File: config.mk
export PLATFORM = sky130hd
export DESIGN_NAME = control_sequencer
export DESIGN_NICKNAME = d
export VERILOG_FILES = /design/src/rtl/control_pkg.sv /design/src/rtl/reg_decoder_4to16.sv /design/src/rtl/control_sequencer.sv
export SDC_FILE = /design/constraint.sdc
export NUM_CORES = 1
export LEC_CHECK = 0
export CELL_PAD_IN_SITES_DETAIL_PLACEMENT = 1
export CELL_PAD_IN_SITES_GLOBAL_PLACEMENT = 1
export CORE_MARGIN = 2
export CORE_UTILIZATION = 21
export CTS_CLUSTER_SIZE = 10
export DETAILED_ROUTE_END_ITERATION = 10
export GPL_TIMING_DRIVEN = 0
export HOLD_SLACK_MARGIN = 0.02
export PLACE_DENSITY_LB_ADDON = 0.1
export SYNTH_ARGS = -nofsm -noshare
export SYNTH_HDL_FRONTEND = slang
export SYNTH_SLANG_ARGS = --single-unit
File: constraint.sdc
create_clock -name clk -period 2.9 [get_ports clk]
set_clock_uncertainty 0.2 [all_clocks]
set_input_delay 0.435 -clock clk [delete_from_list [all_inputs] [get_ports clk]]
set_output_delay 0.435 -clock clk [all_outputs]
set_load 0.01 [all_outputs]
File: src/rtl/control_pkg.sv
// Shared definitions for the hardwired control sequencer: opcodes, IR field
// positions, FSM state encoding and the opcode classifier.
package control_pkg;

    localparam int unsigned WORD_W = 32;
    localparam int unsigned OP_W   = 5;
    localparam int unsigned REG_W  = 4;
    localparam int unsigned NREGS  = 16;

    localparam int unsigned OP_MSB = 31;
    localparam int unsigned OP_LSB = 27;
    localparam int unsigned RA_MSB = 26;
    localparam int unsigned RA_LSB = 23;
    localparam int unsigned RB_MSB = 22;
    localparam int unsigned RB_LSB = 19;
    localparam int unsigned RC_MSB = 18;
    localparam int unsigned RC_LSB = 15;

    localparam logic [OP_W-1:0] OP_ADD  = 5'b00011;
    localparam logic [OP_W-1:0] OP_SUB  = 5'b00100;
    localparam logic [OP_W-1:0] OP_SHR  = 5'b00101;
    localparam logic [OP_W-1:0] OP_SHL  = 5'b00110;
    localparam logic [OP_W-1:0] OP_ROR  = 5'b00111;
    localparam logic [OP_W-1:0] OP_ROL  = 5'b01000;
    localparam logic [OP_W-1:0] OP_AND  = 5'b01001;
    localparam logic [OP_W-1:0] OP_OR   = 5'b01010;
    localparam logic [OP_W-1:0] OP_MUL  = 5'b01111;
    localparam logic [OP_W-1:0] OP_DIV  = 5'b10000;
    localparam logic [OP_W-1:0] OP_NEG  = 5'b10001;
    localparam logic [OP_W-1:0] OP_NOT  = 5'b10010;
    localparam logic [OP_W-1:0] OP_HALT = 5'b11011;

    typedef enum logic [3:0] {
        S_IDLE, S_T0, S_T1, S_T2, S_T3, S_T4, S_T5, S_T6, S_HALT
    } state_e;

    typedef enum logic [2:0] {
        CLS_BINARY, CLS_WIDE, CLS_UNARY, CLS_HALT, CLS_ILLEGAL
    } op_class_e;

    function automatic op_class_e op_class(input logic [OP_W-1:0] op);
        case (op)
            OP_ADD, OP_SUB, OP_SHR, OP_SHL,
            OP_ROR, OP_ROL, OP_AND, OP_OR:   return CLS_BINARY;
            OP_MUL, OP_DIV:                  return CLS_WIDE;
            OP_NEG, OP_NOT:                  return CLS_UNARY;
            OP_HALT:                         return CLS_HALT;
            default:                         return CLS_ILLEGAL;
        endcase
    endfunction

endpackage

File: src/rtl/reg_decoder_4to16.sv
// Register-number to one-hot strobe decoder with enable.
module reg_decoder_4to16
    import control_pkg::*;
(
    input  logic [REG_W-1:0] sel_i,
    input  logic             en_i,
    output logic [NREGS-1:0] onehot_o
);

    always_comb begin
        onehot_o = '0;
        if (en_i) begin
            onehot_o[sel_i] = 1'b1;
        end
    end

endmodule

File: src/rtl/control_sequencer.sv
// Hardwired fetch/execute control unit; outputs are decoded from the state
// register (plus IR fields during execute) so they are valid for the whole cycle.
module control_sequencer
    import control_pkg::*;
(
    input  logic              clk,
    input  logic              clr,
    input  logic              run,
    input  logic [WORD_W-1:0] IR,
    output logic [NREGS-1:0]  R_rd,
    output logic [NREGS-1:0]  R_wrt,
    output logic              PC_out,
    output logic              MDR_out,
    output logic              Zhi_out,
    output logic              Zlo_out,
    output logic              HI_out,
    output logic              LO_out,
    output logic              PC_rd,
    output logic              MAR_rd,
    output logic              MDR_rd,
    output logic              IR_rd,
    output logic              Y_rd,
    output logic              Zlo_rd,
    output logic              Zhi_rd,
    output logic              HI_rd,
    output logic              LO_rd,
    output logic              IncPC,
    output logic              Read,
    output logic [OP_W-1:0]   op_sel,
    output logic              halted,
    output logic              illegal
);

    state_e            state_q, state_d;
    op_class_e         cls;
    logic [OP_W-1:0]   opcode;
    logic [REG_W-1:0]  ra, rb, rc, wrt_sel;
    logic              rd_en, wrt_en;
    state_e            next_instr;
    logic              unused_ir;

    assign opcode     = IR[OP_MSB:OP_LSB];
    assign ra         = IR[RA_MSB:RA_LSB];
    assign rb         = IR[RB_MSB:RB_LSB];
    assign rc         = IR[RC_MSB:RC_LSB];
    assign cls        = op_class(opcode);
    assign next_instr = run ? S_T0 : S_IDLE;
    assign unused_ir  = ^IR[RC_LSB-1:0];

    always_ff @(posedge clk or negedge clr) begin
        if (!clr) begin
            state_q <= S_IDLE;
        end else begin
            state_q <= state_d;
        end
    end

    // The instruction length depends on the opcode class; the last execute
    // state of each class is the point where run is resampled.
    always_comb begin
        state_d = state_q;
        case (state_q)
            S_IDLE: if (run) state_d = S_T0;
            S_T0:   state_d = S_T1;
            S_T1:   state_d = S_T2;
            S_T2:   state_d = S_T3;
            S_T3: begin
                if (cls == CLS_HALT)         state_d = S_HALT;
                else if (cls == CLS_ILLEGAL) state_d = next_instr;
                else                         state_d = S_T4;
            end
            S_T4:   state_d = (cls == CLS_UNARY)  ? next_instr : S_T5;
            S_T5:   state_d = (cls == CLS_BINARY) ? next_instr : S_T6;
            S_T6:   state_d = next_instr;
            S_HALT: state_d = S_HALT;
            default: state_d = S_IDLE;
        endcase
    end

    always_comb begin
        PC_out  = 1'b0;
        MDR_out = 1'b0;
        Zhi_out = 1'b0;
        Zlo_out = 1'b0;
        HI_out  = 1'b0;
        LO_out  = 1'b0;
        PC_rd   = 1'b0;
        MAR_rd  = 1'b0;
        MDR_rd  = 1'b0;
        IR_rd   = 1'b0;
        Y_rd    = 1'b0;
        Zlo_rd  = 1'b0;
        Zhi_rd  = 1'b0;
        HI_rd   = 1'b0;
        LO_rd   = 1'b0;
        IncPC   = 1'b0;
        Read    = 1'b0;
        op_sel  = '0;
        halted  = 1'b0;
        illegal = 1'b0;
        rd_en   = 1'b0;
        wrt_en  = 1'b0;
        case (state_q)
            S_T0: begin
                PC_out = 1'b1; MAR_rd = 1'b1; IncPC = 1'b1; Zlo_rd = 1'b1;
            end
            S_T1: begin
                Zlo_out = 1'b1; PC_rd = 1'b1; Read = 1'b1; MDR_rd = 1'b1;
            end
            S_T2: begin
                MDR_out = 1'b1; IR_rd = 1'b1;
            end
            S_T3: begin
                case (cls)
                    CLS_BINARY, CLS_WIDE: begin
                        wrt_en = 1'b1; Y_rd = 1'b1;
                    end
                    CLS_UNARY: begin
                        wrt_en = 1'b1; op_sel = opcode; Zlo_rd = 1'b1;
                    end
                    CLS_ILLEGAL: illegal = 1'b1;
                    default: ;
                endcase
            end
            S_T4: begin
                if (cls == CLS_UNARY) begin
                    Zlo_out = 1'b1; rd_en = 1'b1;
                end else begin
                    wrt_en = 1'b1; op_sel = opcode; Zlo_rd = 1'b1;
                    Zhi_rd = (cls == CLS_WIDE);
                end
            end
            S_T5: begin
                Zlo_out = 1'b1;
                if (cls == CLS_WIDE) LO_rd = 1'b1;
                else                 rd_en = 1'b1;
            end
            S_T6: begin
                Zhi_out = 1'b1; HI_rd = 1'b1;
            end
            S_HALT: halted = 1'b1;
            default: ;
        endcase
    end

    // Source register is rb in T3 and rc in T4.
    assign wrt_sel = (state_q == S_T4) ? rc : rb;

    reg_decoder_4to16 u_rd_dec (
        .sel_i    (ra),
        .en_i     (rd_en),
        .onehot_o (R_rd)
    );

    reg_decoder_4to16 u_wrt_dec (
        .sel_i    (wrt_sel),
        .en_i     (wrt_en),
        .onehot_o (R_wrt)
    );

endmodule

==> impl_summary.log, run 1 <==
INFO  metric share_of_layout_cells_above_drive_strength_1 = 0.5057
INFO  metric switching_share = 0.4645
INFO  metric crit_path_setup_slack_layout = -38.20 ps
INFO  metric hold_slack = between 200 and 250 ps
INFO  metric route.detailed.wl_per_inst = 15.85 µm
INFO  metric globalRouteMet1Util = 0.2234
INFO  metric synth_ff_type = dfrtp_1
INFO  metric dr.first_iter.drc_count = 78
INFO  metric globalplace.congestion = 0.7379
INFO  metric ys_warn_count = 0
INFO  metric die_width = 77.59 µm
INFO  metric detailroute.via_count = approximately 1700
INFO  metric nets = 305
INFO  metric wl = 5.311 mm
INFO  metric timing.reg2reg.worst_path_depth = 6
INFO  metric antenna_left = 0
INFO  metric drc = 0
INFO  metric diodes = 0
INFO  metric grt_use_met2 = 0.2638
INFO  metric pin_count_of_the_biggest_net_entering_global_routing = 11
INFO  metric post_synth_num_cell_types = 42
INFO  metric largest_register = state_q
INFO  metric cts.root.buffer_cell = clkbuf_8
INFO  metric initial_core_utilization = 0.2199
INFO  metric synth_area = 0.001137 mm²
INFO  metric h-tree-depth = 1
INFO  metric place.detailed.hpwl = 3.480 mm
INFO  metric post_synth.cell_area_avg = 6.690 µm²
INFO  metric power_frac_seq = 0.090
INFO  metric worstSetupEndpointType = primary output
INFO  metric synth_async_sr_flop_share = 1.000
INFO  metric timing.final.crit_period = 2938 ps
INFO  metric syn_inst = 170
INFO  metric setup.worst_path.end = R_wrt[3]
INFO  metric grt_use_total = 0.1589
INFO  metric fmax = 340.3 MHz
INFO  metric cts_inserted_buffers = 3
INFO  metric share_of_synthesized_area_occupied_by_flip_flops_and_latches = 0.08801
INFO  metric layout_worst_path_cycle_share = 1.013
INFO  metric timing.setup.critical_path_class = in -> out
INFO  metric route.detailed.vias_per_inst = 5.078
INFO  metric drt-pass1-iter-count = 4
INFO  metric critPathArrivalTime = 2300 ps
INFO  metric total_leakage_power = 0.9677 nW
INFO  metric worst_ep_required_time = 2270 ps
INFO  metric crit_fanout = 8
INFO  metric worst_tran_pin_value = 792.7 ps
INFO  metric relSlewSlack = 0.4691
INFO  metric layout.cells.most_common_list = 33 x clkdlybuf4s50_1, 24 x buf_4, 21 x buf_2, 14 x nor3_1, 12 x nand2_1
INFO  metric pwr-share-clk = 0.091
INFO  metric r2r_end = state_q[0]$_DFFE_PN0P_
INFO  metric rsz0062_at_grt = yes
INFO  metric groute.layer.met3.usage = 0.02093
INFO  metric fin_total_pwr = 1.252 mW
INFO  metric critical_path.startpoint = IR[27]
INFO  metric total_switching_power = around 580 µW
INFO  metric gr-max-usage-layer = met2
INFO  metric power_frac_comb = 0.819
INFO  metric core.rowCount = 26
INFO  metric port_bufs = 73
INFO  metric layout.cells.most_common = clkdlybuf4s50_1
INFO  metric worst-r2r-setup-slack = between 1000 and 1500 ps
INFO  metric floorplan.die_area = 0.006020 mm²
INFO  metric grt_pass1_wl = 8.073 mm
INFO  metric tritoncts_clock_tree = done
INFO  metric failed_checks = setup timing
INFO  metric area_growth = 120.1%
INFO  metric maxSlewViolCount = 0
INFO  metric timing.critical_path.from_type = primary input
INFO  metric core_region_area = 0.005172 mm²
INFO  metric largest_reg_flops = 4
INFO  metric die_h = a little under 80 µm
INFO  metric post_cts_clock_slew_at_the_launch_and_capture_registers_of_the_worst_setup_and_hold_paths = 30 ps
INFO  metric postCtsHoldBufs = 0
INFO  metric design.portCount = just over 90
INFO  metric p_int = 670.5 µW
INFO  metric rr_startpoint = state_q[0]$_DFFE_PN0P_
INFO  metric biggestRegsByFlops = state_q: 4 flops
INFO  metric finalSetupViolations = 8
INFO  metric hold_path.class = in -> async
INFO  metric cellPowerDensity = between 500 and 600 mW/mm²
INFO  metric status = finished, violations left
INFO  metric finalHoldViolCount = 0
INFO  metric synth.ff_latch_count = 4
INFO  metric tritoncts_num_sinks = 4
INFO  metric clock_insertion_delay_worst_skew = 210 ps
INFO  metric grt_pass1_vias = 1643
INFO  metric max-clock-path-buffers = 2
INFO  metric drv.max_cap_violation_count = 0
INFO  metric global_route.overflow_total = 0
INFO  metric antenna_violations_before_repair = 0
INFO  metric synth_enable_flop_cells = 0
INFO  metric peakVddDrop = between 0.0002 and 0.00025 V
-- per-stage QoR --
| stage | utilization | std cells | setup WS [ps] | instance area, µm² | setup TNS (ps) |
|---|---|---|---|---|---|
| floorplan | - | 171 | 31.87 | 1141 | 0 |
| global placement | 0.3788 | 314 | -1056 | 1959 | -33550 |
| detailed placement | 0.3788 | 314 | -1070 | 1959 | -33860 |
| CTS | 0.4497 | 327 | 0.6430 | 2326 | 0 |
| global route | 0.4840 | 335 | -138.1 | 2504 | -1171 |
| finish | 0.4840 | 335 | -38.20 | 2504 | -148.7 |
-- kinds of logic (layout without fill, tap and decap cells) --
logic type               after synthesis  count (layout)  synth area share
multiplexers                           2               2           0.01980
flip-flops                             4               4           0.08801
other                                  1               2          0.003297
buffers and inverters                 25             119            0.1375
AND/OR/NAND/NOR                      103             103            0.5204
AO/OA/AOI/OAI                         32              32            0.1980
adder cells (fa/ha/maj)                3               3           0.03301
-- synthesized netlist by cell type (2+ instances only) --
master / instances / area (µm²)
o21ai_0: 5 / 25.02
nor3_1: 21 / 105.1
inv_1: 7 / 26.28
o21a_1: 2 / 15.01
nor4b_1: 2 / 17.52
nor4_1: 22 / 137.6
buf_2: 2 / 10.01
mux2_2: 2 / 22.52
buf_4: 10 / 75.07
and2b_1: 3 / 22.52
a21oi_1: 5 / 25.02
nand3_1: 2 / 10.01
nand2b_1: 7 / 43.79
nor2b_1: 3 / 18.77
and3_1: 3 / 18.77
dfrtp_1: 4 / 100.1
buf_6: 3 / 33.78
a31oi_1: 10 / 62.56
ha_1: 3 / 37.54
nor2_1: 10 / 37.54
clkbuf_1: 3 / 11.26
nor3b_1: 6 / 45.04
a211oi_1: 3 / 22.52
nand2_1: 14 / 52.55
-- layer usage --
layer	vias up	wire, µm
met4	0	0
met5	-	0
met1	829	2458
li1	818	-
met2	54	2596
met3	0	257
-- cell type report --
cell class | instances | area, µm²
Tap cell | 70 | 87.58
Fill cell | 613 | 2669
Inverter | 7 | 26.28
Buffer | 16 | 147.6
Timing Repair Buffer | 93 | 764.5
Multi-Input combinational cell | 142 | 1335
Clock buffer | 3 | 41.29
Sequential cell | 4 | 101.3
-- worst min path at each step --
stage / from / end / slack (ps) / cells after the start
6_report: clr / state_q[2]$_DFFE_PN0P_ / 220 / 1
2_1_floorplan: clr / state_q[0]$_DFFE_PN0P_ / -60 / 0
3_3_place_gp: state_q[3]$_DFFE_PN0P_ / state_q[1]$_DFFE_PN0P_ / 390 / 2
5_1_grt: clr / state_q[3]$_DFFE_PN0P_ / 220 / 1
3_5_place_dp: state_q[3]$_DFFE_PN0P_ / state_q[1]$_DFFE_PN0P_ / 400 / 2
4_1_cts: clr / state_q[3]$_DFFE_PN0P_ / 220 / 1
-- what timing repair did --
| action | CTS | global route |
|---|---|---|
| cloned | 3 | 0 |
| endpoints found under the setup margin | 41 | 39 |
| setup buffers | 9 | 8 |
| resized for setup | 183 | 71 |
| pin swaps | 9 | 14 |
-- critical path, cell delays in order --
cell,delay [ps]
buf_8,80
ha_4,170
buf_6,120
nor2b_4,40
o21a_1,190
or3_4,410
o21a_4,260
buf_16,160
nor4_4,250
buf_2,180
-- power by group through the flow --
stage          logic, mW  clock network [mW]  registers (mW)
5_1_grt             1.10               0.124           0.115
2_1_floorplan      0.424                   0          0.0981
6_report            1.02               0.114           0.113
3_5_place_dp       0.738                   0           0.108
3_3_place_gp       0.732                   0           0.107
4_1_cts            0.891               0.116           0.110
Power figures use the tool's default switching activity.
==> run 2, diff against run 1 <==
- ABC_CLOCK_PERIOD_IN_PS: default -> 2900
==> results of run 2 <==
The final DEF is identical to that of run 1; final timing and power are the same.
==> run 3, diff against run 2 <==
- CTS_CLUSTER_SIZE: 10 -> 12
==> results of run 3 <==
The final DEF is identical to that of run 1; final timing and power are the same.
